## src/rtl/logicgates_bist_pkg.sv

```systemverilog
// Shared types and constants for the logic-gate unit self-test sequencer.
// The truth table here is cross-checked against the equation-based golden model.
package logicgates_pkg;

  localparam int Y_W = 7;

  typedef enum logic [1:0] {
    ST_IDLE,
    ST_SETTLE,
    ST_SAMPLE,
    ST_DONE
  } state_e;

  localparam int Y_NOT  = 0;
  localparam int Y_AND  = 1;
  localparam int Y_OR   = 2;
  localparam int Y_NAND = 3;
  localparam int Y_NOR  = 4;
  localparam int Y_XOR  = 5;
  localparam int Y_XNOR = 6;

  // Indexed by vector {a,b}
  localparam logic [Y_W-1:0] GOLDEN [4] = '{7'h59, 7'h2D, 7'h2C, 7'h46};

  typedef struct packed {
    logic           pass;
    logic           fail_seen;
    logic [1:0]     first_fail_idx;
    logic [Y_W-1:0] fail_mask;
  } result_t;

endpackage

```

## src/rtl/logicgates_bist_if.sv

```systemverilog
// Stimulus/response and result bundle between the BIST sequencer and its user.
interface logicgates_bist_if;
  import logicgates_pkg::*;

  logic           start;
  logic [Y_W-1:0] y_in;
  logic           a_out;
  logic           b_out;
  logic           busy;
  logic           done;
  logic           pass;
  logic [Y_W-1:0] fail_mask;
  logic [1:0]     first_fail_idx;
  logic           fail_seen;

  modport slave (
    input  start, y_in,
    output a_out, b_out, busy, done, pass, fail_mask, first_fail_idx, fail_seen
  );

  modport master (
    output start, y_in,
    input  a_out, b_out, busy, done, pass, fail_mask, first_fail_idx, fail_seen
  );

endinterface

```

## src/rtl/logicgates_bist_golden.sv

```systemverilog
// Expected gate-unit response for vector {a,b}, built from the gate equations
// rather than the lookup table so either one catches a typo in the other.
module logicgates_golden
  import logicgates_pkg::*;
(
  input  logic [1:0]     i_idx,
  output logic [Y_W-1:0] o_y
);

  logic w_a, w_b;
  assign w_a = i_idx[1];
  assign w_b = i_idx[0];

  always_comb begin
    o_y         = '0;
    o_y[Y_NOT]  = ~w_a;
    o_y[Y_AND]  = w_a & w_b;
    o_y[Y_OR]   = w_a | w_b;
    o_y[Y_NAND] = ~(w_a & w_b);
    o_y[Y_NOR]  = ~(w_a | w_b);
    o_y[Y_XOR]  = w_a ^ w_b;
    o_y[Y_XNOR] = ~(w_a ^ w_b);
  end

endmodule

```

## src/rtl/logicgates_bist.sv

```systemverilog
// Self-test sequencer: walks {a,b} through 00..11, waits SETTLE_CYCLES per
// vector, samples y and accumulates a sticky mismatch mask and first-fail index.
module logicgates_bist
  import logicgates_pkg::*;
#(
  parameter int SETTLE_CYCLES = 2
) (
  input  logic             clk,
  input  logic             rst_n,
  logicgates_bist_if.slave bus
);

  if (SETTLE_CYCLES < 1) begin : g_param_chk
    $error("logicgates_bist: SETTLE_CYCLES must be >= 1");
  end

  localparam int              CW     = (SETTLE_CYCLES > 1) ? $clog2(SETTLE_CYCLES) : 1;
  localparam logic [CW-1:0]   RELOAD = CW'(SETTLE_CYCLES - 1);

  state_e         r_state, w_state_n;
  logic [CW-1:0]  r_cnt;
  logic [1:0]     r_idx;
  result_t        r_res;
  logic [Y_W-1:0] w_exp, w_mism;
  logic           w_start_acc, w_sample;

  logicgates_golden u_golden (
    .i_idx (r_idx),
    .o_y   (w_exp)
  );

  assign w_mism = bus.y_in ^ w_exp;

  always_ff @(posedge clk or negedge rst_n) begin
    if (!rst_n) r_state <= ST_IDLE;
    else        r_state <= w_state_n;
  end

  always_comb begin
    w_state_n   = r_state;
    w_start_acc = 1'b0;
    w_sample    = 1'b0;
    case (r_state)
      ST_IDLE: begin
        if (bus.start) begin
          w_start_acc = 1'b1;
          w_state_n   = ST_SETTLE;
        end
      end
      ST_SETTLE: if (r_cnt == '0) w_state_n = ST_SAMPLE;
      ST_SAMPLE: begin
        w_sample  = 1'b1;
        w_state_n = (r_idx == 2'd3) ? ST_DONE : ST_SETTLE;
      end
      ST_DONE:  w_state_n = ST_IDLE;
      default:  w_state_n = ST_IDLE;
    endcase
  end

  always_ff @(posedge clk or negedge rst_n) begin
    if (!rst_n) begin
      r_cnt <= '0;
      r_idx <= '0;
      r_res <= '0;
    end else if (w_start_acc) begin
      r_cnt <= RELOAD;
      r_idx <= '0;
      r_res <= '0;
    end else if (r_state == ST_SETTLE && r_cnt != '0) begin
      r_cnt <= r_cnt - 1'b1;
    end else if (w_sample) begin
      r_res.fail_mask <= r_res.fail_mask | w_mism;
      if ((|w_mism) && !r_res.fail_seen) begin
        r_res.first_fail_idx <= r_idx;
        r_res.fail_seen      <= 1'b1;
      end
      // Last vector: pass must include this sample, so it cannot use fail_seen alone
      if (r_idx != 2'd3) begin
        r_idx <= r_idx + 2'd1;
        r_cnt <= RELOAD;
      end else begin
        r_res.pass <= ~(r_res.fail_seen | (|w_mism));
      end
    end
  end

  assign bus.a_out          = r_idx[1];
  assign bus.b_out          = r_idx[0];
  assign bus.busy           = (r_state == ST_SETTLE) || (r_state == ST_SAMPLE);
  assign bus.done           = (r_state == ST_DONE);
  assign bus.pass           = r_res.pass;
  assign bus.fail_mask      = r_res.fail_mask;
  assign bus.first_fail_idx = r_res.first_fail_idx;
  assign bus.fail_seen      = r_res.fail_seen;

  golden_xcheck: assert property (@(posedge clk) disable iff (!rst_n) w_exp == GOLDEN[r_idx]);

endmodule

```

## src/flat_wrapper.sv

```systemverilog
// flat-port wrapper written by rule: the top's interface ports become plain ports
module logicgates_bist_flat import logicgates_pkg::*;
#(
  parameter int SETTLE_CYCLES = 2
)
  (clk, rst_n, bus_start, bus_y_in, bus_a_out, bus_b_out, bus_busy, bus_done, bus_pass, bus_fail_mask, bus_first_fail_idx, bus_fail_seen);
  logicgates_bist_if bus_i ();
  input  logic clk;
  input  logic rst_n;
  input wire logic [$bits(bus_i.start)-1:0] bus_start;
  input wire logic [$bits(bus_i.y_in)-1:0] bus_y_in;
  output wire logic [$bits(bus_i.a_out)-1:0] bus_a_out;
  output wire logic [$bits(bus_i.b_out)-1:0] bus_b_out;
  output wire logic [$bits(bus_i.busy)-1:0] bus_busy;
  output wire logic [$bits(bus_i.done)-1:0] bus_done;
  output wire logic [$bits(bus_i.pass)-1:0] bus_pass;
  output wire logic [$bits(bus_i.fail_mask)-1:0] bus_fail_mask;
  output wire logic [$bits(bus_i.first_fail_idx)-1:0] bus_first_fail_idx;
  output wire logic [$bits(bus_i.fail_seen)-1:0] bus_fail_seen;
  assign bus_i.start = bus_start;
  assign bus_i.y_in = bus_y_in;
  assign bus_a_out = bus_i.a_out;
  assign bus_b_out = bus_i.b_out;
  assign bus_busy = bus_i.busy;
  assign bus_done = bus_i.done;
  assign bus_pass = bus_i.pass;
  assign bus_fail_mask = bus_i.fail_mask;
  assign bus_first_fail_idx = bus_i.first_fail_idx;
  assign bus_fail_seen = bus_i.fail_seen;
  logicgates_bist #(.SETTLE_CYCLES(SETTLE_CYCLES)) u_core (.clk(clk), .rst_n(rst_n), .bus(bus_i));
endmodule
```

## config.mk

```make
export PLATFORM = sky130hd
export DESIGN_NAME = logicgates_bist_flat
export DESIGN_NICKNAME = d
export VERILOG_FILES = /design/src/rtl/logicgates_bist_pkg.sv /design/src/rtl/logicgates_bist_if.sv /design/src/rtl/logicgates_bist_golden.sv /design/src/rtl/logicgates_bist.sv /design/src/flat_wrapper.sv
export SDC_FILE = /design/constraint.sdc
export NUM_CORES = 1
export LEC_CHECK = 0
export CAP_MARGIN = 30
export CORE_MARGIN = 1.5
export CORE_UTILIZATION = 45
export CTS_CLUSTER_SIZE = 10
export DETAILED_ROUTE_END_ITERATION = 16
export PLACE_DENSITY = 0.82
export SLEW_MARGIN = 20
export SYNTH_ARGS = -nofsm -noshare
export SYNTH_HDL_FRONTEND = slang
export SYNTH_SLANG_ARGS = --single-unit
```

## constraint.sdc

```tcl
create_clock -name clk -period 3.8 [get_ports clk]
set_input_delay 0.76 -clock clk [delete_from_list [all_inputs] [get_ports clk]]
set_output_delay 0.76 -clock clk [all_outputs]
set_load 0.02 [all_outputs]
```

== Yosys cells after proc, flatten, opt, wreduce, memory -nomap -nowiden ==
Cells that the tools add are included.

* Equal/unequal tests: 9
* Bitwise logic cells: 11
* $add $sub $neg: 2
* Reduce and logical (&&, ||, !) cells: 17
* Mux-type cells: 20

{| class="wikitable"
|+ Operators with widths
! kind !! number
|-
| $mux W11 || 3
|-
| $mux W2 || 7
|-
| $reduce_and A3 Y1 || 3
|-
| $mux W1 || 8
|-
| $pmux W2 S4 || 1
|-
| $or A7 B7 Y7 || 1
|-
| $reduce_or A7 Y1 || 1
|-
| $xor A7 B7 Y7 || 1
|-
| $eq A2 B2 Y1 const B || 3
|-
| $ne A2 B2 Y1 const B || 3
|-
| $reduce_and A2 Y1 || 3
|-
| $reduce_bool A2 Y1 || 3
|-
| $reduce_bool A3 Y1 || 2
|-
| $not A1 Y1 || 5
|-
| $ne A2 B1 Y1 const B || 2
|-
| $mux W3 || 1
|-
| $add A2 B1 Y2 const B || 1
|-
| $eq A2 B1 Y1 const B || 1
|-
| $logic_and A1 B1 Y1 || 2
|-
| $logic_not A2 Y1 || 1
|-
| $or A1 B1 Y1 || 2
|-
| $and A1 B1 Y1 || 1
|-
| $logic_not A1 Y1 || 1
|-
| $logic_or A1 B1 Y1 || 1
|-
| other kinds (2) || 2
|}

* Bits of input ports: 10
* Flip-flop bits (word level): 16
* Word-level logic and storage cells: 66
* Output and inout bits: 15

== Depth between registers and ports, before layout ==
Gate-level depths: netlist of the first run.

* Depth after elaboration: 10
* Depth in mapped cells: 7
* Gate-level depth less buffers: 6

== Hierarchy ==
A second synthesis of the first run with hierarchy kept.

* Cell total of the unflattened synthesis: 92
* Area, all modules: 908.4 um^2

{| class="wikitable"
|+ Modules (own cells, without submodules)
! module !! area each (um^2) !! times used !! seq. area each (um^2) !! cells each
|-
| logicgates_bist || 839.6 || 1 || 400.4 || 83
|-
| logicgates_golden || 68.8 || 1 || 0.0 || 9
|}

== Worst setup path after synthesis of the first run ==
No wires, ideal clock.

* Path kind: reg-to-reg
* Start: register u_core.r_idx[0]
* End: register u_core.bus.pass (netlist name)
* Library setup time: 0.077 ns
* Stages on the path, launching flop included: 7
* Data required time: 3.723 ns
* Arrival: 2.071 ns
* Slack: 1.651 ns
* Cell sequence: dfrtp_1 > inv_1 > ha_1 > or3b_1 > a21o_1 > or4_1 > a21oi_1

* Cells in the longest elaborated chain, start to end: 10
* Elaborated cells on any way between the ends: 17

{| class="wikitable"
|+ RTL lines
! element !! line !! RTL
|-
| start: declaration || logicgates_bist.sv:22 || <nowiki>logic [1:0] r_idx;</nowiki>
|-
| start signal: assignment || logicgates_bist.sv:79 || <nowiki>r_idx <= r_idx + 2'd1;</nowiki>
|-
| $and A1 B1 Y1 (tied with other cells) || logicgates_bist_golden.sv:17, logicgates_bist_golden.sv:19 ||
|-
| $not A1 Y1, on equally long branches || logicgates_bist_golden.sv:19, logicgates_bist_golden.sv:20, logicgates_bist_golden.sv:22 ||
|-
| $xor A7 B7 Y7 || logicgates_bist.sv:32 || <nowiki>assign w_mism = bus.y_in ^ w_exp;</nowiki>
|-
| $reduce_or A7 Y1 || logicgates_bist.sv:82 || <nowiki>r_res.pass <= ~(r_res.fail_seen | (|w_mism));</nowiki>
|-
| $or A1 B1 Y1 || logicgates_bist.sv:82 ||
|-
| $not A1 Y1 || logicgates_bist.sv:82 ||
|-
| $mux W1 || logicgates_bist.sv:78 || <nowiki>if (r_idx != 2'd3) begin</nowiki>
|-
| $mux W11 || logicgates_bist.sv:71 || <nowiki>end else if (w_sample) begin</nowiki>
|-
| $mux W11 || logicgates_bist.sv:69 || <nowiki>end else if (r_state == ST_SETTLE && r_cnt != '0) begin</nowiki>
|-
| $mux W11 || logicgates_bist.sv:65 || <nowiki>end else if (w_start_acc) begin</nowiki>
|}

Several ways; a longest one is shown, not always the timed one. The select of a mux whose other input is x is not followed.
A chain may end at the register's enable or synchronous reset.

== Final worst setup path of the first run ==
* Start: register u_core.r_state[1]
* End: output port bus_busy

* Cells in the longest elaborated chain, start to end: 2
* Elaborated cells on any way between the ends: 3

{| class="wikitable"
|+ RTL lines
! element !! line !! RTL
|-
| start: declaration || logicgates_bist.sv:20 || <nowiki>state_e r_state, w_state_n;</nowiki>
|-
| start signal: assignment || logicgates_bist.sv:36 || <nowiki>else r_state <= w_state_n;</nowiki>
|-
| $eq A2 B1 Y1 / $eq A2 B2 Y1 (equally long branches) || logicgates_bist.sv:89 || <nowiki>assign bus.busy = (r_state == ST_SETTLE) || (r_state == ST_SAMPLE);</nowiki>
|-
| $logic_or A1 B1 Y1 * || logicgates_bist.sv:89 ||
|-
| end: declaration || flat_wrapper.sv:14 || <nowiki>output wire logic [$bits(bus_i.busy)-1:0] bus_busy;</nowiki>
|}

Mark *: on every way between the ends. The rest lies on a longest branch, timed or not.

==> flow_summary.ini, run 1 <==
[setup_path]
end_kind = output pin
start_kind = flip-flop
cp.required_ns = 3.04
reg2reg_to = u_core.bus.pass
cp.arrival_ns = 1.70
worstPathMaxFanout = 5
reg2reg_depth = 6
r2r_start = u_core.r_idx[0]
ff2ff_setup_slack_ns = 1.63
crit_type = flip-flop to output pin

[place]
port_buffers = 24
finalWeightedCongestion = 0.743
dp_slack_ns = 1.27
place_inst = 137
place_hpwl_mm = 1.34

[logic_synthesis]
yosysSeqAreaShare_pct = 45.6
yosysUniqueCellTypes = 26
ys_warn_count = 0
syn_area_um2 = 878
ys_ff_latch = 16
synth_fp_nets = 107
postSynthAreaPerCell_um2 = 9.76
synthCells = 90

[global_route]
grt_pass1_wl_mm = 2.87
antenna_found_initial = 0
grt_max_degree = 17
grt_overflow = 0
grt_pass1_vias = 675
grt.total_usage_pct = 18.9

[status]
status = finished, final reports clean

[sta]
worst_slew_pin_slew_ns = 0.691
finalCritPeriodShare_pct = 64.8
setup_tns_ns = 0
timing.fmax_ghz = 0.406
setup_slack_ns = 1.34
hold_slack_ns = 0.504
rsz0062_at_grt = no
final_max_slew_viol_count = 0
slew_headroom_pct = 53.8
fin_crit_ns = 2.46
worst_clock_skew_ns = 0.00499
hold_violations = 0
setup_viol = 0

[clocking]
insertion_delay_ns = 0.28
cts.repair.resized = 0
cts_sinks = 16
cts-buffers-inserted = 3
post_cts_buffers = 0
cts-root-buf = clkbuf_4
cts_tree = built
clock_path_buffers = 2
cts_htree_levels = 1
cts.reportedPaths.clkPinSlew_ns = 0.09
hold_buffers = 0

[floorplan]
num_io_pins = 25
die-area_um2 = 2230
start_util_pct = 49.3
die_h_um = 47.2
rows = 15
core-area_um2 = 1780
die_w_um = 47.2

[cells_and_area]
area_growth_pct = 32.9
mostFrequentLayoutCells = 24 x clkdlybuf4s50_1, 16 x dfrtp_1, 10 x a21oi_1
seq_area_um2 = 400
drive_gt1_share_pct = 3.48
nFillCells = 147
n_antenna_cell = 0
final_cells = 140
nNetsFinal = 134
multiInputGateArea_um2 = 439
final_common_cell = clkdlybuf4s50_1

[routing]
wl_per_cell_um = 12.8
final_antenna_net_count = 0
first_pass_iters = 4
via_per_inst = 5.19
detail_route.wirelength_mm = 1.79
drt_drc_violations_left = 0
drt-initial-drc-count = 21
vias = 726

[pwr]
power_density_nw_per_um2 = 834
peakVddDrop_mv = 0.538
p_leak_nw = 0.528

[worst_hold_path]
hp-start = u_core.bus.fail_mask[3]
min_path_type = flip-flop to flip-flop
hold_path_depth = 2
hold_path_end = u_core.bus.fail_mask[3]

[job]
maxCapViolCount = 0
## how the worst max path moves through the flow
stage / startpoint / to / slack (ns)
3_5_place_dp: bus_y_in[6] / u_core.bus.pass / 1.27
5_1_grt: u_core.r_state[1] / bus_busy / 1.27
3_3_place_gp: bus_y_in[6] / u_core.bus.pass / 1.33
6_report: u_core.r_state[1] / bus_busy / 1.34
2_1_floorplan: u_core.r_idx[0] / u_core.bus.pass / 1.65
4_1_cts: u_core.r_state[1] / bus_busy / 1.34
## synthesized netlist by cell type
cell type / instances / area, um^2
o211a_1: 1 / 10.0
a22oi_1: 1 / 7.51
and2_1: 1 / 6.26
clkbuf_1: 2 / 7.51
ha_1: 7 / 87.6
inv_1: 7 / 26.3
nand2_1: 8 / 30.0
o22ai_1: 1 / 6.26
nor2_1: 9 / 33.8
a21oi_1: 10 / 50.1
mux2i_1: 3 / 30.0
or3b_1: 1 / 8.76
a31oi_1: 1 / 6.26
dfrtp_1: 16 / 400
a211o_1: 1 / 8.76
nor2b_1: 1 / 6.26
a21o_1: 1 / 7.51
and3b_1: 2 / 17.5
buf_2: 1 / 5.00
a21boi_0: 1 / 7.51
nand3b_1: 1 / 7.51
o21ai_0: 3 / 15.0
xor2_1: 3 / 26.3
nor3b_1: 2 / 15.0
or4_1: 1 / 7.51
xnor2_1: 5 / 43.8
## where the power goes
| part | internal, mW | total [mW] | switching [mW] |
|---|---|---|---|
| Clock | 0.0368 | 0.0882 | 0.0514 |
| Sequential | 0.247 | 0.306 | 0.0589 |
| Combinational | 0.270 | 0.580 | 0.310 |
| Total | 0.553 | 0.974 | 0.420 |
## cell families after synthesis
logic type / count (synthesis) / synth area share (%)
xor gates and xnor gates: 8 / 7.98
adders and majority gates: 7 / 9.97
buffers and inverters: 10 / 4.42
and+or+nand+nor: 26 / 15.1
DFF: 16 / 45.6
muxes: 3 / 3.42
AOI/OAI and AO/OA: 20 / 13.5
## registers in the layout, indices dropped and copies added (netlist names)
signal and cells:
u_core.bus.first_fail_idx 2, u_core.bus.fail_mask 7, u_core.bus.fail_seen 1, u_core.r_state 2, u_core.bus.pass 1, u_core.r_cnt 1
u_core.r_idx 2
## routing by layer
metal	wire, um	global-route usage (%)
met3	70	5.77
met1	842	24.5
met5	0	0
met4	6	6.67
met2	869	30.1
## stage by stage
| step | area (um^2) | power (mW) | util, % |
|---|---|---|---|
| 2_1_floorplan | 878 | 0.665 | - |
| 3_3_place_gp | 1140 | 0.866 | 64.2 |
| 3_5_place_dp | 1140 | 0.886 | 64.2 |
| 4_1_cts | 1170 | 0.978 | 65.5 |
| 5_1_grt | 1170 | 1.05 | 65.5 |
| 6_report | 1170 | 0.974 | 65.5 |
## final cells by class
class | instances | share of cell area (%)
clock buffer | 3 | 1.93
tap | 25 | 2.68
timing repair buffer | 25 | 21.2
multi-input combinational | 64 | 37.6
sequential | 16 | 34.3
inverter | 7 | 2.25
## critical path, cell delays in order (launching register included)
cell             delay [ns]
dfrtp_1                0.44
inv_1                  0.11
ha_1                   0.28
clkdlybuf4s50_1        0.59
Power figures use the tool's default switching activity.
==> run 2: changes to the inputs <==
--- a/config.mk
+++ b/config.mk
@@ -7,10 +7,10 @@
 export LEC_CHECK = 0
 export CAP_MARGIN = 30
 export CORE_MARGIN = 1.5
-export CORE_UTILIZATION = 45
+export CORE_UTILIZATION = 41
 export CTS_CLUSTER_SIZE = 10
 export DETAILED_ROUTE_END_ITERATION = 16
-export PLACE_DENSITY = 0.82
+export PLACE_DENSITY = 0.79
 export SLEW_MARGIN = 20
 export SYNTH_ARGS = -nofsm -noshare
 export SYNTH_HDL_FRONTEND = slang
==> constraint.sdc (replaced) <==
create_clock -name clk -period 2 [get_ports clk]
set_input_delay 0.4 -clock clk [delete_from_list [all_inputs] [get_ports clk]]
set_output_delay 0.4 -clock clk [all_outputs]
set_load 0.02 [all_outputs]
==> flow_summary.ini, run 2 (synthesis results as in run 1) <==
[status]
status = finished, final reports clean

[clocking]
cts-buffers-inserted = 3
cts.reportedPaths.clkPinSlew_ns = 0.09
hold_buffers = 0
cts_htree_levels = 1
cts-root-buf = clkbuf_4
insertion_delay_ns = 0.29
post_cts_buffers = 0
clock_path_buffers = 2
cts_sinks = 16
cts_tree = built

[setup_path]
cp_num_buf_inv = 1
end_kind = flip-flop
max_stage_delay_ns = 0.48
crit_slowest_cell = or4_4
worstPathMaxFanout = 2
cp_top_family = simple AND/OR/NAND/NOR gates
cp.arrival_ns = 2.13
cp.required_ns = 2.22
start_kind = flip-flop
crit_type = flip-flop to flip-flop
path_cells = inv_1 -> ha_4 -> or3b_1 -> a21o_1 -> or4_4 -> a21oi_2

[cells_and_area]
drive_gt1_share_pct = 15.3
n_antenna_cell = 0
fin_util_pct = 63.8
nNetsFinal = 142
regMostFlops = u_core.bus.fail_mask
nFillCells = 166
final_cell_area_um2 = 1260
mostFrequentLayoutCells = 23 x clkdlybuf4s50_1, 14 x dfrtp_1, 9 x a21oi_1, 9 x nor2_1, 9 x buf_4
largest_register_ffs = 7
seq_area_um2 = 403
final_common_cell = clkdlybuf4s50_1
area_growth_pct = 44.0
multiInputGateArea_um2 = 459

[global_route]
grt.total_usage_pct = 16.9
grt_max_degree = 17
antenna_found_initial = 0
grt_pass1_vias = 751
grt_pass1_wl_mm = 3.17
grt_overflow = 0

[floorplan]
num_io_pins = 25
die_w_um = 49.3
core-area_um2 = 1980
die-area_um2 = 2430
start_util_pct = 44.3
rows = 16
die_h_um = 49.3

[sta]
worst_clock_skew_ns = 0.00144
setup_viol = 0
setup_slack_ns = 0.0886
finalCritPeriodShare_pct = 95.6
hold_slack_ns = 0.423
fin_crit_ns = 1.91
final_max_slew_viol_count = 0
hold_violations = 0
slew_headroom_pct = 67.7
worst_slew_pin_slew_ns = 0.485
rsz0062_at_grt = no
timing.fmax_ghz = 0.523

[place]
port_buffers = 24
placed_area_um2 = 1220
place_hpwl_mm = 1.39
dp_slack_ns = -0.117
finalWeightedCongestion = 0.728

[worst_hold_path]
min_path_type = primary input to async pin

[job]
maxCapViolCount = 0

[pwr]
power_density_nw_per_um2 = 1550
p_leak_nw = 0.575
peakVddDrop_mv = 0.859

[routing]
first_pass_iters = 4
wl_per_cell_um = 12.1
via_per_inst = 4.99
final_antenna_net_count = 0
vias = 753
detail_route.wirelength_mm = 1.82
drt-initial-drc-count = 10
drt_drc_violations_left = 0
-- run 2: changes by cell type in the layout (fill, tap and decap cells not counted), sizes merged --
cell           previous run  this run
dlygate4sd2               0         1
clkdlybuf4s50            24        23
clkbuf                    3         4
buf                       1         9
-- run 2: through the flow --
| step | power [mW] | TNS, ns | std cells |
|---|---|---|---|
| floorplan | 1.30 | 0 | 90 |
| global placement | 1.74 | -0.0917 | 147 |
| finish | 1.97 | 0 | 151 |
| CTS | 1.98 | 0 | 151 |
| global route | 2.13 | 0 | 151 |
| detailed placement | 1.78 | -0.188 | 147 |
-- run 2: path summary, 6_finish.rpt --
path | end | depth (start not counted) | slack (ns) | start
max | u_core.bus.pass | 6 | 0.09 | u_core.r_idx[1]
min | u_core.bus.fail_mask[4] | 2 | 0.42 | rst_n
max reg2reg | u_core.bus.pass | 6 | 0.09 | u_core.r_idx[1]
min reg2reg | u_core.bus.fail_mask[2] | 2 | 0.50 | u_core.bus.fail_mask[2]
max in group asynchronous | u_core.r_idx[0] | 2 | 1.38 | rst_n
min in group clk | u_core.bus.fail_mask[2] | 2 | 0.50 | u_core.bus.fail_mask[2]
-- run 2: report_power, final --
part	internal, mW	leakage, nW	total, mW	switching (mW)
sequential	0.472	0.198	0.566	0.0948
combinational	0.565	0.355	1.18	0.620
clock	0.111	0.0210	0.215	0.104
total	1.15	0.575	1.97	0.819
-- run 2: repair_timing --
| item | CTS | global route |
|---|---|---|
| gates resized for setup | 1 | 2 |
| pin swaps | 0 | 2 |
| hold endpoints to repair | 0 | 0 |
| setup endpoints to repair | 1 | 1 |
-- run 2: layout make-up --
cell class	instances	share of cell area, %
multi-input cells	64	36.3
clock buffers	4	2.87
well taps	27	2.67
repair buffers	33	24.2
flip-flops and latches	16	31.8
inverters	7	2.08
-- run 2: worst reg2reg max path: stages (launching register included) --
cell and delay (ns):
dfrtp_2 0.41, inv_1 0.09, ha_4 0.20, or3b_1 0.37
a21o_1 0.18, or4_4 0.48, a21oi_2 0.12
-- run 2: layer usage --
| metal | part of all wire [%] | global-route usage [%] | routed length, um |
|---|---|---|---|
| met1 | 46 | 19.6 | 833 |
| met2 | 50 | 30.2 | 903 |
| met3 | 3.1 | 2.76 | 57 |
| met4 | 1.5 | 7.14 | 28 |
| met5 | 0 | 0 | 0 |
==> run 3: changes to the inputs <==
--- a/config.mk
+++ b/config.mk
@@ -11,6 +11,7 @@
 export CTS_CLUSTER_SIZE = 10
 export DETAILED_ROUTE_END_ITERATION = 16
 export PLACE_DENSITY = 0.79
+export REMOVE_ABC_BUFFERS = 1
 export SLEW_MARGIN = 20
 export SYNTH_ARGS = -nofsm -noshare
 export SYNTH_HDL_FRONTEND = slang
==> flow_summary.ini, run 3 (synthesis results as in run 1) <==
[status]
status = finished, final reports clean

[setup_path]
cp_top_family = simple AND/OR/NAND/NOR gates
cp.required_ns = 2.22
cp_num_buf_inv = 1
crit_type = flip-flop to flip-flop
cp.arrival_ns = 2.14
end_kind = flip-flop
max_stage_delay_ns = 0.48
worstPathMaxFanout = 2
path_cells = inv_1 -> ha_1 -> or3b_1 -> a21o_1 -> or4_4 -> a21oi_2
start_kind = flip-flop
crit_slowest_cell = or4_4

[floorplan]
start_util_pct = 44.3
die-area_um2 = 2430
num_io_pins = 25
die_w_um = 49.3
die_h_um = 49.3
core-area_um2 = 1980
rows = 16

[routing]
detail_route.wirelength_mm = 1.93
via_per_inst = 4.97
vias = 755
first_pass_iters = 4
final_antenna_net_count = 0
drt_drc_violations_left = 0
drt-initial-drc-count = 9
wl_per_cell_um = 12.7

[cells_and_area]
regMostFlops = u_core.bus.fail_mask
final_common_cell = clkdlybuf4s50_1
largest_register_ffs = 7
drive_gt1_share_pct = 13.6
final_cell_area_um2 = 1260
seq_area_um2 = 400
multiInputGateArea_um2 = 452
mostFrequentLayoutCells = 23 x clkdlybuf4s50_1, 16 x dfrtp_1, 10 x buf_4
nFillCells = 169
final_cells = 152
fin_util_pct = 63.7
n_antenna_cell = 0
nNetsFinal = 143
area_growth_pct = 43.7

[sta]
final_max_slew_viol_count = 0
rsz0062_at_grt = no
hold_slack_ns = 0.417
worst_clock_skew_ns = 0.00158
setup_viol = 0
finalCritPeriodShare_pct = 96.1
hold_violations = 0
fin_crit_ns = 1.92
slew_headroom_pct = 69.4
timing.fmax_ghz = 0.521
worst_slew_pin_slew_ns = 0.459

[place]
port_buffers = 24
place_hpwl_mm = 1.45
place_inst = 148
placed_area_um2 = 1210
finalWeightedCongestion = 0.776

[pwr]
p_leak_nw = 0.586
peakVddDrop_mv = 0.878
power_density_nw_per_um2 = 1550
p_total_mw = 1.96

[clocking]
cts_htree_levels = 1
cts-root-buf = clkbuf_4
post_cts_buffers = 0
cts.reportedPaths.clkPinSlew_ns = 0.10
clock_path_buffers = 2
cts_sinks = 16
cts_tree = built
insertion_delay_ns = 0.29
cts-buffers-inserted = 3

[global_route]
grt.total_usage_pct = 17.8
grt_overflow = 0
antenna_found_initial = 0
grt_pass1_vias = 774
grt_max_degree = 17
grt_pass1_wl_mm = 3.31

[job]
maxCapViolCount = 0

[worst_hold_path]
min_path_type = primary input to async pin
==> run 3: cell count changes in the layout (fill, tap and decap cells not counted) <==
cell	previous run	this run
a21boi_0	1	0
inv_1	6	7
dfrtp_2	2	0
nor3b_1	2	1
dfrtp_1	14	16
inv_2	1	0
ha_4	1	0
a21boi_1	0	1
ha_1	6	7
buf_4	9	10
nor3b_2	0	1
==> run 3: power by group <==
group | internal [mW] | switching, mW
clock | 0.111 | 0.105
combinational | 0.561 | 0.618
sequential | 0.469 | 0.0963
==> run 3: final timing paths <==
kind,from,end,slack [ns],cells past startpoint
worst max register to register,u_core.r_idx[1],u_core.bus.pass,0.08,6
max in group asynchronous,rst_n,u_core.r_cnt,1.40,2
worst max-delay path,u_core.r_idx[1],u_core.bus.pass,0.08,6
min in group clk,u_core.bus.fail_mask[1],u_core.bus.fail_mask[1],0.50,2
worst min-delay path,rst_n,u_core.bus.fail_mask[2],0.42,2
worst min register to register,u_core.bus.fail_mask[1],u_core.bus.fail_mask[1],0.50,2
==> run 3: worst reg2reg max path: cells and delay by family (launching register included) <==
family	cells	cell delay, ns
adder cells (fa/ha/maj)	1	0.29
flip-flops	1	0.36
AO/OA/AOI/OAI	2	0.30
AND/OR/NAND/NOR	2	0.85
buffers and inverters	1	0.05
==> run 3: repair_timing <==
action	4_1_cts	5_1_grt
endpoints found under the setup margin	1	5
resized for setup	1	4
hold buffers	0	0
pin swaps	0	3
==> run 3: layer usage <==
layer	vias up	part of all wire [%]	global-route usage, %	wire length [um]
li1	372	-	-	-
met1	366	42	18.7	800
met2	17	54	34.0	1040
met3	0	4.6	4.29	88
met4	0	0	5.71	0
met5	-	0	0	0
==> run 3: area by class of cell <==
type | count | area share (%)
Multi-Input combinational cell | 64 | 35.8
Timing Repair Buffer | 34 | 24.9
Inverter | 7 | 2.08
Tap cell | 27 | 2.68
Clock buffer | 4 | 2.87
Sequential cell | 16 | 31.7
==> run 3: metrics by stage <==
| stage | TNS, ns | worst slack, ns |
|---|---|---|
| after floorplan | -0.165 | -0.150 |
| after global placement | -0.0761 | -0.0730 |
| after detailed placement | -0.168 | -0.118 |
| after CTS | 0 | 0.0190 |
| after global routing | 0 | 0.00745 |
| final | 0 | 0.0789 |
